## src/rtl/add_pipe_pkg.sv

```systemverilog
// Shared constants and helpers for the pipelined Hack adder.
// Also defines the WIDTH/STAGES divisibility check used at elaboration.
`ifndef ADD_PIPE_PKG_SV
`define ADD_PIPE_PKG_SV

`define ADD_PIPE_CHECK_DIV(W, S) \
    if (((S) < 1) || (((W) % (S)) != 0)) begin : g_bad_div \
        $error("add_pipe: WIDTH must be a positive multiple of STAGES"); \
    end

package add_pipe_pkg;

    localparam int unsigned HACK_WORD = 16;

    function automatic logic ovf_flag(
        input logic a_msb,
        input logic b_msb,
        input logic s_msb
    );
        return (a_msb == b_msb) && (s_msb != a_msb);
    endfunction

endpackage

`endif

```

## src/rtl/add_pipe_slice.sv

```systemverilog
// Combinational SW-bit ripple-carry slice built from full_adder cells.
// The carry chain is threaded through per-bit generate scopes.
module full_adder (
    input  logic a,
    input  logic b,
    input  logic cin,
    output logic sum,
    output logic cout
);
    assign sum  = a ^ b ^ cin;
    assign cout = (a & b) | (cin & (a ^ b));
endmodule

module add_slice #(
    parameter int unsigned SW = 8
) (
    input  logic [SW-1:0] a,
    input  logic [SW-1:0] b,
    input  logic          cin,
    output logic [SW-1:0] sum,
    output logic          cout
);
    for (genvar i = 0; i < SW; i++) begin : g_bit
        logic w_ci;
        logic w_co;
        if (i == 0) begin : g_lsb
            assign w_ci = cin;
        end else begin : g_chain
            assign w_ci = g_bit[i-1].w_co;
        end
        full_adder u_fa (
            .a    (a[i]),
            .b    (b[i]),
            .cin  (w_ci),
            .sum  (sum[i]),
            .cout (w_co)
        );
    end

    assign cout = g_bit[SW-1].w_co;
endmodule

```

## src/rtl/add_pipe.sv

```systemverilog
// Pipelined add/subtract: one SW-bit carry slice per register stage.
// Operands skew forward with the partial sum; one aligned beat leaves the last stage.
module add_pipe
    import add_pipe_pkg::*;
#(
    parameter int unsigned WIDTH  = HACK_WORD,
    parameter int unsigned STAGES = 2
) (
    input  logic             clk,
    input  logic             rst_n,
    input  logic             in_valid,
    output logic             in_ready,
    input  logic [WIDTH-1:0] a,
    input  logic [WIDTH-1:0] b,
    input  logic             sub,
    input  logic             cin,
    output logic             out_valid,
    input  logic             out_ready,
    output logic [WIDTH-1:0] sum,
    output logic             cout,
    output logic             zero,
    output logic             neg,
    output logic             ovf
);
    localparam int unsigned SW = WIDTH / STAGES;
    localparam int unsigned LS = STAGES - 1;

    `ADD_PIPE_CHECK_DIV(WIDTH, STAGES)

    logic             w_en;
    logic [WIDTH-1:0] w_a_in   [STAGES];
    logic [WIDTH-1:0] w_b_in   [STAGES];
    logic [WIDTH-1:0] w_sum_in [STAGES];
    logic             w_c_in   [STAGES];
    logic             w_v_in   [STAGES];
    logic [WIDTH-1:0] w_sum_nx [STAGES];
    logic             w_c_nx   [STAGES];

    logic [WIDTH-1:0] r_a   [STAGES];
    logic [WIDTH-1:0] r_b   [STAGES];
    logic [WIDTH-1:0] r_sum [STAGES];
    logic             r_c   [STAGES];
    logic             r_v   [STAGES];
    logic             r_zero;
    logic             r_neg;
    logic             r_ovf;

    logic             w_zero;
    logic             w_neg;
    logic             w_ovf;

    // A full output register that is not being drained freezes the whole pipe.
    assign w_en     = !r_v[LS] || out_ready;
    assign in_ready = w_en;

    for (genvar k = 0; k < STAGES; k++) begin : g_stage
        logic [SW-1:0]    w_slice_sum;
        logic [WIDTH-1:0] w_merged;

        if (k == 0) begin : g_head
            assign w_a_in[k]   = a;
            assign w_b_in[k]   = sub ? ~b : b;
            assign w_c_in[k]   = sub ? 1'b1 : cin;
            assign w_v_in[k]   = in_valid;
            assign w_sum_in[k] = {WIDTH{1'b0}};
        end else begin : g_body
            assign w_a_in[k]   = r_a[k-1];
            assign w_b_in[k]   = r_b[k-1];
            assign w_c_in[k]   = r_c[k-1];
            assign w_v_in[k]   = r_v[k-1];
            assign w_sum_in[k] = r_sum[k-1];
        end

        add_slice #(.SW(SW)) u_slice (
            .a    (w_a_in[k][k*SW +: SW]),
            .b    (w_b_in[k][k*SW +: SW]),
            .cin  (w_c_in[k]),
            .sum  (w_slice_sum),
            .cout (w_c_nx[k])
        );

        // Splice this stage's slice into the partial sum travelling with the beat.
        always_comb begin
            w_merged                = w_sum_in[k];
            w_merged[k*SW +: SW]    = w_slice_sum;
        end

        assign w_sum_nx[k] = w_merged;
    end

    // Result flags come from the completed sum so they register alongside it.
    always_comb begin
        w_zero = ~|w_sum_nx[LS];
        w_neg  = w_sum_nx[LS][WIDTH-1];
        w_ovf  = ovf_flag(w_a_in[LS][WIDTH-1], w_b_in[LS][WIDTH-1], w_sum_nx[LS][WIDTH-1]);
    end

    // Stage registers and output flags; all advance together on the global enable.
    always_ff @(posedge clk or negedge rst_n) begin
        if (!rst_n) begin
            for (int k = 0; k < STAGES; k++) begin
                r_a[k]   <= {WIDTH{1'b0}};
                r_b[k]   <= {WIDTH{1'b0}};
                r_sum[k] <= {WIDTH{1'b0}};
                r_c[k]   <= 1'b0;
                r_v[k]   <= 1'b0;
            end
            r_zero <= 1'b0;
            r_neg  <= 1'b0;
            r_ovf  <= 1'b0;
        end else if (w_en) begin
            for (int k = 0; k < STAGES; k++) begin
                r_a[k]   <= w_a_in[k];
                r_b[k]   <= w_b_in[k];
                r_sum[k] <= w_sum_nx[k];
                r_c[k]   <= w_c_nx[k];
                r_v[k]   <= w_v_in[k];
            end
            r_zero <= w_zero;
            r_neg  <= w_neg;
            r_ovf  <= w_ovf;
        end
    end

    assign out_valid = r_v[LS];
    assign sum       = r_sum[LS];
    assign cout      = r_c[LS];
    assign zero      = r_zero;
    assign neg       = r_neg;
    assign ovf       = r_ovf;
endmodule

```

## config.mk

```make
export PLATFORM = sky130hd
export DESIGN_NAME = add_pipe
export DESIGN_NICKNAME = d
export VERILOG_FILES = /design/src/rtl/add_pipe_pkg.sv /design/src/rtl/add_pipe_slice.sv /design/src/rtl/add_pipe.sv
export SDC_FILE = /design/constraint.sdc
export NUM_CORES = 1
export LEC_CHECK = 0
export CAP_MARGIN = 10
export CELL_PAD_IN_SITES_DETAIL_PLACEMENT = 0
export CELL_PAD_IN_SITES_GLOBAL_PLACEMENT = 1
export CORE_UTILIZATION = 35
export DETAILED_ROUTE_END_ITERATION = 10
export PLACE_DENSITY_LB_ADDON = 0.25
export SLEW_MARGIN = 0
export SYNTH_ARGS = -nofsm -noshare
export SYNTH_HDL_FRONTEND = slang
export SYNTH_SLANG_ARGS = --single-unit
```

## constraint.sdc

```tcl
create_clock -name clk -period 4.9 [get_ports clk]
set_input_delay 0.735 -clock clk [delete_from_list [all_inputs] [get_ports clk]]
set_output_delay 0.735 -clock clk [all_outputs]
set_load 0.01 [all_outputs]
```

==> run metrics, run 1 <==
outcome=complete, but fails checks; violated checks=DRC; setup bufs post-CTS=0; NetSw=401 µW; Mapped Cells=200; Post-Syn Area=2400 µm²; fmax=approximately 210 MHz; Seq/Total Area, Yosys=0.479; nets@finish=roughly 310; layout cells sized above 1=0.143; CP Launch Type=primary input; critical path type=primary input to flop; largest net degree at the start of global routing=77; Initial Util=0.370; IO Pins=60; period utilisation layout=0.965; Yosys reg bits=46; clk_lat worst skew=~300 ps; crit path to=g_stage[1].w_merged[7]; Layout area overhead=30.3%; critical path peak fanout=7; met2 wire length=1940 µm; CTS Root Cell=clkbuf_8; share of the synthesized area in the top cell type=0.479; post-cts resize count=0; Setup TNS=0 ps; Final Skew=between 9 and 10 ps; Post-synth EDFFs=0; CTS Hold Buffers Added=0; Rows=29; Setup-failing EPs final=0; DRT antenna net count=0; VDD IR max=151 µV; Die ar.=7210 µm²; first-pass GRT wire length=~7300 µm; Pwr Density=between 400 and 500 nW/µm²; DR WL met3=143 µm; Comb power frac=0.372; syn_nets=approximately 260; Final min period=4730 ps; final wirelength=4290 µm; CTS Buf Count=5; vias per std cell=around 4.3; Worst-Margin Slew=1000 ps; Yosys Warn Count=0; cell accounting for the most synthesized area=dfrtp_1; crit path from=sub; diode count=0; Worst setup EP type=flop; chip height=about 85 µm; Net Sw Frac=0.303; H-tree depth=2; DP Worst Slack=-162 ps; number of global-route vias before repair=1538; die width=84.9 µm; Syn Area/Cell=between 10 and 15 µm²; WL/cell=12.8 µm; Hold Path Class=flop to flop; maxcap violations=0; GRT overflow=0; maximum clock path buffer count=2; Top Metal Used=met4; asr flop ratio synth=1.00; Hold Path Cell Cnt=1; Residual DRC=3; DR iter-0 viols=56; Post-synth top cells=dfrtp_1 (46), inv_1 (24), nor2_1 (18); Synth cell types=23; worst reg2reg endpoint=zero; number of port buffers=between 50 and 60; Final Max Slew Viols=0; Reg2Reg Depth=14; final HPWL from detailed placement=between 3000 and 4000 µm; cell with the most instances after synthesis=dfrtp_1; Slew HR=0.332; leakage=0.00139 µW; TritonCTS clock tree=yes; clk sink count=46; metal1 wirelength=between 2000 and 2500 µm; worst path required time=5080 ps; top cells by area, synth=dfrtp_1 (48%), fa_1 (13%), mux2_4 (8.7%), inv_1 (3.7%), xnor2_1 (3.3%); Hold Violations, Final=0; RSZ-0062 raised after global routing=no; Total GRT Usage=0.133; via count=~1.5k; Power Internal=924 µW; antenna violations before repair=0; drt first pass iters=9; sequential power share=0.416; clk slew on worst S/H paths=90 ps; clock power share=0.212; setup slack, reg-to-reg=410 ps; CP arrival=approximately 4900 ps; final setup margin=about 170 ps; Worst R2R Start=r_a[24]; Core Area=roughly 6500 µm²; Most used DFF post-synth=dfrtp_1; Final GP Congestion=approximately 0.79
layer usage:
layer / GRT usage / vias to the layer above
li1: - / 735
met5: 0 / -
met4: 0.0555 / 0
met3: 0.0253 / 7
met2: 0.200 / 37
met1: 0.188 / 673
stage by stage:
| step | area (µm²) | hold WS, ps | utilization | total power [µW] | cells |
|---|---|---|---|---|---|
| 2_1_floorplan | 2400 | 435 | - | 832 | 200 |
| 3_3_place_gp | 3020 | 438 | 0.465 | 1050 | 327 |
| 3_5_place_dp | 3020 | 457 | 0.465 | 1060 | 327 |
| 4_1_cts | 3130 | 481 | 0.483 | 1350 | 335 |
| 5_1_grt | 3130 | 518 | 0.483 | 1410 | 335 |
| 6_report | 3130 | 476 | 0.483 | 1330 | 335 |
layout by cell type (no fill, tap or decap), types with 2 or more instances in the layout:
cell             Yosys  routed
clkdlybuf4s50_1      0      58
dfrtp_1             46      46
inv_1               24      24
nor2_1              18      18
fa_1                16      16
nand2_1             14      14
mux2_4              14      14
o21ai_0             11      11
xnor2_1              9       9
a21oi_1              9       9
xor2_1               8       8
a21oi_2              7       7
clkbuf_8             0       5
o21ai_2              3       3
nor4_1               3       3
clkinvlp_4           0       2
buf_4                2       2
logic make-up after synthesis:
group | share of synthesized area
xor gates and xnor gates | 0.0619
DFF | 0.479
buffers and inverters | 0.0796
adders and majority gates | 0.138
muxes | 0.0874
AOI/OAI and AO/OA | 0.0853
and+or+nand+nor | 0.0687
sequential cells by signal, indices dropped and copies added, names as in the netlist, 8 cells and up:
| signal | flops |
|---|---|
| sum | 16 |
| g_stage.w_merged | 8 |
| r_a | 8 |
| r_b | 8 |
area by class of cell:
class	instances	area, µm²
clock inverter	3	45.0
inverter	24	90.1
tap	77	96.3
clock buffer	5	68.8
sequential	46	1150
multi-input combinational	118	1060
timing repair buffer	62	621
fill	595	3360
power by group through the flow:
stage / Sequential [µW] / Combinational [µW] / Clock, µW
final: 551 / 493 / 281
after global routing: 567 / 544 / 304
after CTS: 555 / 502 / 288
after detailed placement: 562 / 500 / 0
after global placement: 559 / 494 / 0
after floorplan: 575 / 257 / 0
worst min path at each step:
stage | start | to | slack [ps]
detailed placement | r_v[1] | out_valid | 460
finish | r_v[1] | out_valid | 480
floorplan | r_v[1] | out_valid | 430
CTS | r_v[1] | out_valid | 480
global placement | r_v[1] | out_valid | 440
global route | r_v[1] | out_valid | 520
critical path, stage by stage:
cell             delay [ps]
clkdlybuf4s50_1         450
buf_12                  160
xnor2_1                 140
fa_1                    410
fa_1                    380
fa_1                    390
fa_1                    390
fa_1                    380
fa_1                    380
fa_1                    360
inv_1                    70
fa_1                    400
mux2_4                  260
No activity file was read; power rests on OpenSTA's default activity.
==> run 2, diff against run 1 <==
--- a/config.mk
+++ b/config.mk
@@ -10,6 +10,7 @@
 export CELL_PAD_IN_SITES_GLOBAL_PLACEMENT = 1
 export CORE_UTILIZATION = 35
 export DETAILED_ROUTE_END_ITERATION = 10
+export MAX_ROUTING_LAYER = met4
 export PLACE_DENSITY_LB_ADDON = 0.25
 export SLEW_MARGIN = 0
 export SYNTH_ARGS = -nofsm -noshare
==> run metrics, run 2 (same netlist as run 1, synthesis figures left out) <==
outcome=complete, but fails checks; violated checks=DRC; Worst-Margin Slew=999 ps; DR iter-0 viols=76; setup bufs post-CTS=0; max reg flops=16; met3 Use GR=0.0243; H-tree depth=2; number of port buffers=slightly below 60; Pwr Total=roughly 1300 µW; via count=1447; largest net degree at the start of global routing=77; commonest cells after routing, fill and taps aside=clkdlybuf4s50_1 (58), dfrtp_1 (46), inv_1 (24), nor2_1 (18), fa_1 (16); Final GP Congestion=0.796; Initial Util=0.370; min-delay src=r_v[1]; WL/cell=around 13 µm; filler instances=595; Reg2Reg Depth=14; Final Max Slew Viols=0; layout cells sized above 1=0.143; Rows=29; leakage=0.00139 µW; leading cell type in the layout, fill and taps excluded=clkdlybuf4s50_1; Hold Path Cell Cnt=1; layer with the highest usage=met2; final wirelength=~4300 µm; Hold Path End=out_valid; GRT overflow=0; CTS Buf Count=5; critical path peak fanout=7; first-pass GRT wire length=between 7000 and 8000 µm; CTS Root Cell=clkbuf_8; worst reg2reg endpoint=zero; clk_lat worst skew=roughly 300 ps; period utilisation layout=0.965; Worst setup EP type=flop; setup slack, reg-to-reg=around 430 ps; post-cts resize count=0; CP Launch Type=primary input; maximum clock path buffer count=2; nets@finish=around 310; die width=84.9 µm; maxcap violations=0; IO Pins=60; Final min period=~4700 ps; RSZ-0062 raised after global routing=no; chip height=84.9 µm; vias per std cell=roughly 4.3; DRT antenna net count=0; Die ar.=around 7200 µm²; number of global-route vias before repair=1531; antenna violations before repair=0; Hold Violations, Final=0; fin area=roughly 3100 µm²; DP Area=approximately 3000 µm²; worst path required time=5080 ps; Layout area overhead=30.3%; Hold Path Class=flop to flop; Slew HR=0.334; drt first pass iters=9; met1 Usage GRT=0.192; final HPWL from detailed placement=3170 µm; Residual DRC=3; VDD IR max=approximately 150 µV; diode count=0; critical path type=primary input to flop; clk sink count=between 40 and 50; Worst R2R Start=r_a[24]; TritonCTS clock tree=yes; Final Util=0.483; clk slew on worst S/H paths=90 ps; met2 Resource Use GR=0.201; Setup-failing EPs final=0; Pwr Density=around 420 nW/µm²; fmax=about 210 MHz; CP arrival=approximately 4900 ps; Core Area=6490 µm²; Final Skew=8.98 ps; Total GRT Usage=0.138; CTS Hold Buffers Added=0
==> run 2: cell counts in the layout (fill, tap and decap cells not counted) <==
Identical to the previous run, type by type.
==> run 2: per-layer routing <==
layer,vias up,part of all wire
met5,-,0
met2,35,0.45
met4,0,0.019
met1,669,0.49
li1,735,-
met3,8,0.033
==> run 2: worst max-delay path: stages <==
cell and delay, ps:
clkdlybuf4s50_1 450, buf_12 160, xnor2_1 140, fa_1 410, fa_1 380, fa_1 390
fa_1 390, fa_1 380, fa_1 380, fa_1 360, inv_1 70, fa_1 400
mux2_4 260
==> run 2: area by class of cell <==
| cell class | instances | area (µm²) | share of cell area |
|---|---|---|---|
| flip-flops and latches | 46 | 1150 | 0.367 |
| multi-input cells | 118 | 1060 | 0.339 |
| repair buffers | 62 | 621 | 0.198 |
| well taps | 77 | 96.3 | 0.0307 |
| inverters | 24 | 90.1 | 0.0287 |
| clock buffers | 5 | 68.8 | 0.0220 |
| clock inverters | 3 | 45.0 | 0.0144 |
==> run 2: how the worst max path moves through the flow <==
stage,to,depth (start not counted),slack [ps],start
2_1_floorplan,g_stage[1].w_merged[7],13,230,sub
3_3_place_gp,g_stage[1].w_merged[7],13,-130,sub
3_5_place_dp,g_stage[1].w_merged[7],13,-160,sub
4_1_cts,g_stage[1].w_merged[7],13,160,sub
5_1_grt,g_stage[1].w_merged[7],13,6,sub
6_report,g_stage[1].w_merged[7],13,170,sub
==> run 2: where the power goes <==
group / leakage (µW) / switching (µW) / internal (µW)
logic: 0.000810 / 204 / 288
registers: 0.000534 / 66.5 / 484
clock network: 0.0000504 / 130 / 152
==> run 2: per-stage QoR <==
stage / hold WS, ps / setup TNS (ps) / instances / setup WS [ps]
3_3_place_gp: 438 / -126 / 327 / -126
6_report: 475 / 0 / 335 / 173
5_1_grt: 524 / 0 / 335 / 5.83
4_1_cts: 481 / 0 / 335 / 156
3_5_place_dp: 457 / -162 / 327 / -162
2_1_floorplan: 435 / 0 / 200 / 228
==> run 3, diff against run 2 <==
--- a/config.mk
+++ b/config.mk
@@ -11,8 +11,8 @@
 export CORE_UTILIZATION = 35
 export DETAILED_ROUTE_END_ITERATION = 10
 export MAX_ROUTING_LAYER = met4
-export PLACE_DENSITY_LB_ADDON = 0.25
-export SLEW_MARGIN = 0
+export PLACE_DENSITY = 0.8
+export SLEW_MARGIN = 20
 export SYNTH_ARGS = -nofsm -noshare
 export SYNTH_HDL_FRONTEND = slang
 export SYNTH_SLANG_ARGS = --single-unit
==> run metrics, run 3 (same netlist as run 1, synthesis figures left out) <==
outcome=complete, but fails checks; violated checks=DRC; leakage=roughly 0.0014 µW; CTS Root Cell=clkbuf_8; Worst-Margin Slew=854 ps; maxcap violations=0; Rows=29; Final Skew=~6.6 ps; layout cells sized above 1=0.143; Worst setup EP type=flop; Worst R2R Start=r_a[24]; crit path from=sub; CP Launch Type=primary input; fin area=around 3100 µm²; final wirelength=~4300 µm; Crit path largest cell delay=between 400 and 500 ps; drt first pass iters=8; number of port buffers=59; Residual DRC=3; critical path type=primary input to flop; Layout area overhead=30.5%; Crit-path slowest cell=clkdlybuf4s50_1; period utilisation layout=0.967; fmax=between 200 and 250 MHz; CP delay by family, top=adder cells; buffers and inverters on the worst path=3; Core Area=6490 µm²; DR iter-0 viols=99; leading cell type in the layout, fill and taps excluded=clkdlybuf4s50_1; IO Pins=60; CTS Hold Buffers Added=0; Final Max Slew Viols=0; CP Cell Sequence=clkdlybuf4s50_1 > buf_12 > xnor2_1 > fa_1 > fa_1 > fa_1 > fa_1 > fa_1 > fa_1 > fa_1 > inv_1 > fa_1 > mux2_4; Slew HR=0.431; max reg flops=16; die width=between 80 and 90 µm; GRT overflow=0; chip height=between 80 and 90 µm; maximum clock path buffer count=2; H-tree depth=2; final HPWL from detailed placement=3230 µm; Initial Util=0.370; CP arrival=between 4000 and 5000 ps; fin cells=336; nets@finish=between 300 and 400; RSZ-0062 raised after global routing=no; largest net degree at the start of global routing=approximately 80; Setup-failing EPs final=0; DRT antenna net count=0; VDD IR max=127 µV; post-cts resize count=0; clk sink count=46; Pwr Total=roughly 1300 µW; Final min period=roughly 4700 ps; DP Area=3020 µm²; placed cells=about 330; Total GRT Usage=0.132; diode count=0; Pwr Density=between 400 and 500 nW/µm²; WL/cell=between 10 and 15 µm; clk slew on worst S/H paths=80 ps; Hold Violations, Final=0; worst path required time=approximately 5100 ps; Die ar.=slightly above 7000 µm²; number of global-route vias before repair=~1.5k; critical path peak fanout=7; antenna violations before repair=0; TritonCTS clock tree=yes; clk_lat worst skew=280 ps; CTS Buf Count=5; Final GP Congestion=approximately 0.77; Hold Path Class=primary input to asynchronous set/reset pin; first-pass GRT wire length=roughly 7300 µm; vias per std cell=between 4 and 5; setup bufs post-CTS=0; most frequent CP cell=fa_1; via count=approximately 1.5k; commonest cells after routing, fill and taps aside=clkdlybuf4s50_1 (58), dfrtp_1 (46), inv_1 (24), nor2_1 (18), fa_1 (16)
## run 3: worst paths after layout
| path | endpoint | depth (start not counted) | slack [ps] |
|---|---|---|---|
| min reg2reg | out_valid | 1 | 470 |
| min | r_a[25] | 1 | 460 |
| max reg2reg | zero | 14 | 460 |
| max in group asynchronous | g_stage[1].w_merged[2] | 2 | 3920 |
| max | g_stage[1].w_merged[7] | 13 | 160 |
| min in group clk | out_valid | 1 | 470 |
## run 3: report_power, final
part / leakage [µW] / internal [µW] / switching, µW
clock: 0.0000482 / 114 / 118
combinational: 0.000822 / 289 / 202
sequential: 0.000534 / 484 / 69.6
## run 3: final cells by class
type,instances,area [µm²]
Sequential cell,46,1150
Clock inverter,1,5.00
Multi-Input combinational cell,118,1060
Fill cell,594,3360
Inverter,24,90.1
Tap cell,77,96.3
Timing Repair Buffer,63,648
Clock buffer,7,86.3
## run 3: worst reg2reg max path, stage by stage (launching register included)
cell and delay [ps]:
dfrtp_1 340, inv_1 60, fa_1 450, fa_1 460, fa_1 460, fa_1 480, fa_1 450, inv_1 90
fa_1 200, fa_1 190, inv_1 60, fa_1 600, nand4_1 120, nor4_1 220, a41o_1 210
## run 3: per-layer routing
| layer | vias up | track usage | share of wire | wire length [µm] |
|---|---|---|---|---|
| met1 | 705 | 0.183 | 0.48 | 2060 |
| li1 | 741 | - | - | - |
| met5 | - | - | 0 | 0 |
| met4 | 0 | 0.0370 | 0.0094 | 40 |
| met3 | 2 | 0.0282 | 0.039 | 166 |
| met2 | 32 | 0.199 | 0.47 | 1990 |
## run 3: through the flow
stage	setup WS, ps	hold slack (ps)	TNS, ps	util
final	162	456	0	0.483
after global routing	33.2	502	0	0.483
after CTS	131	485	0	0.479
after detailed placement	-169	476	-169	0.465
after global placement	-123	442	-123	0.465
after floorplan	228	435	0	-
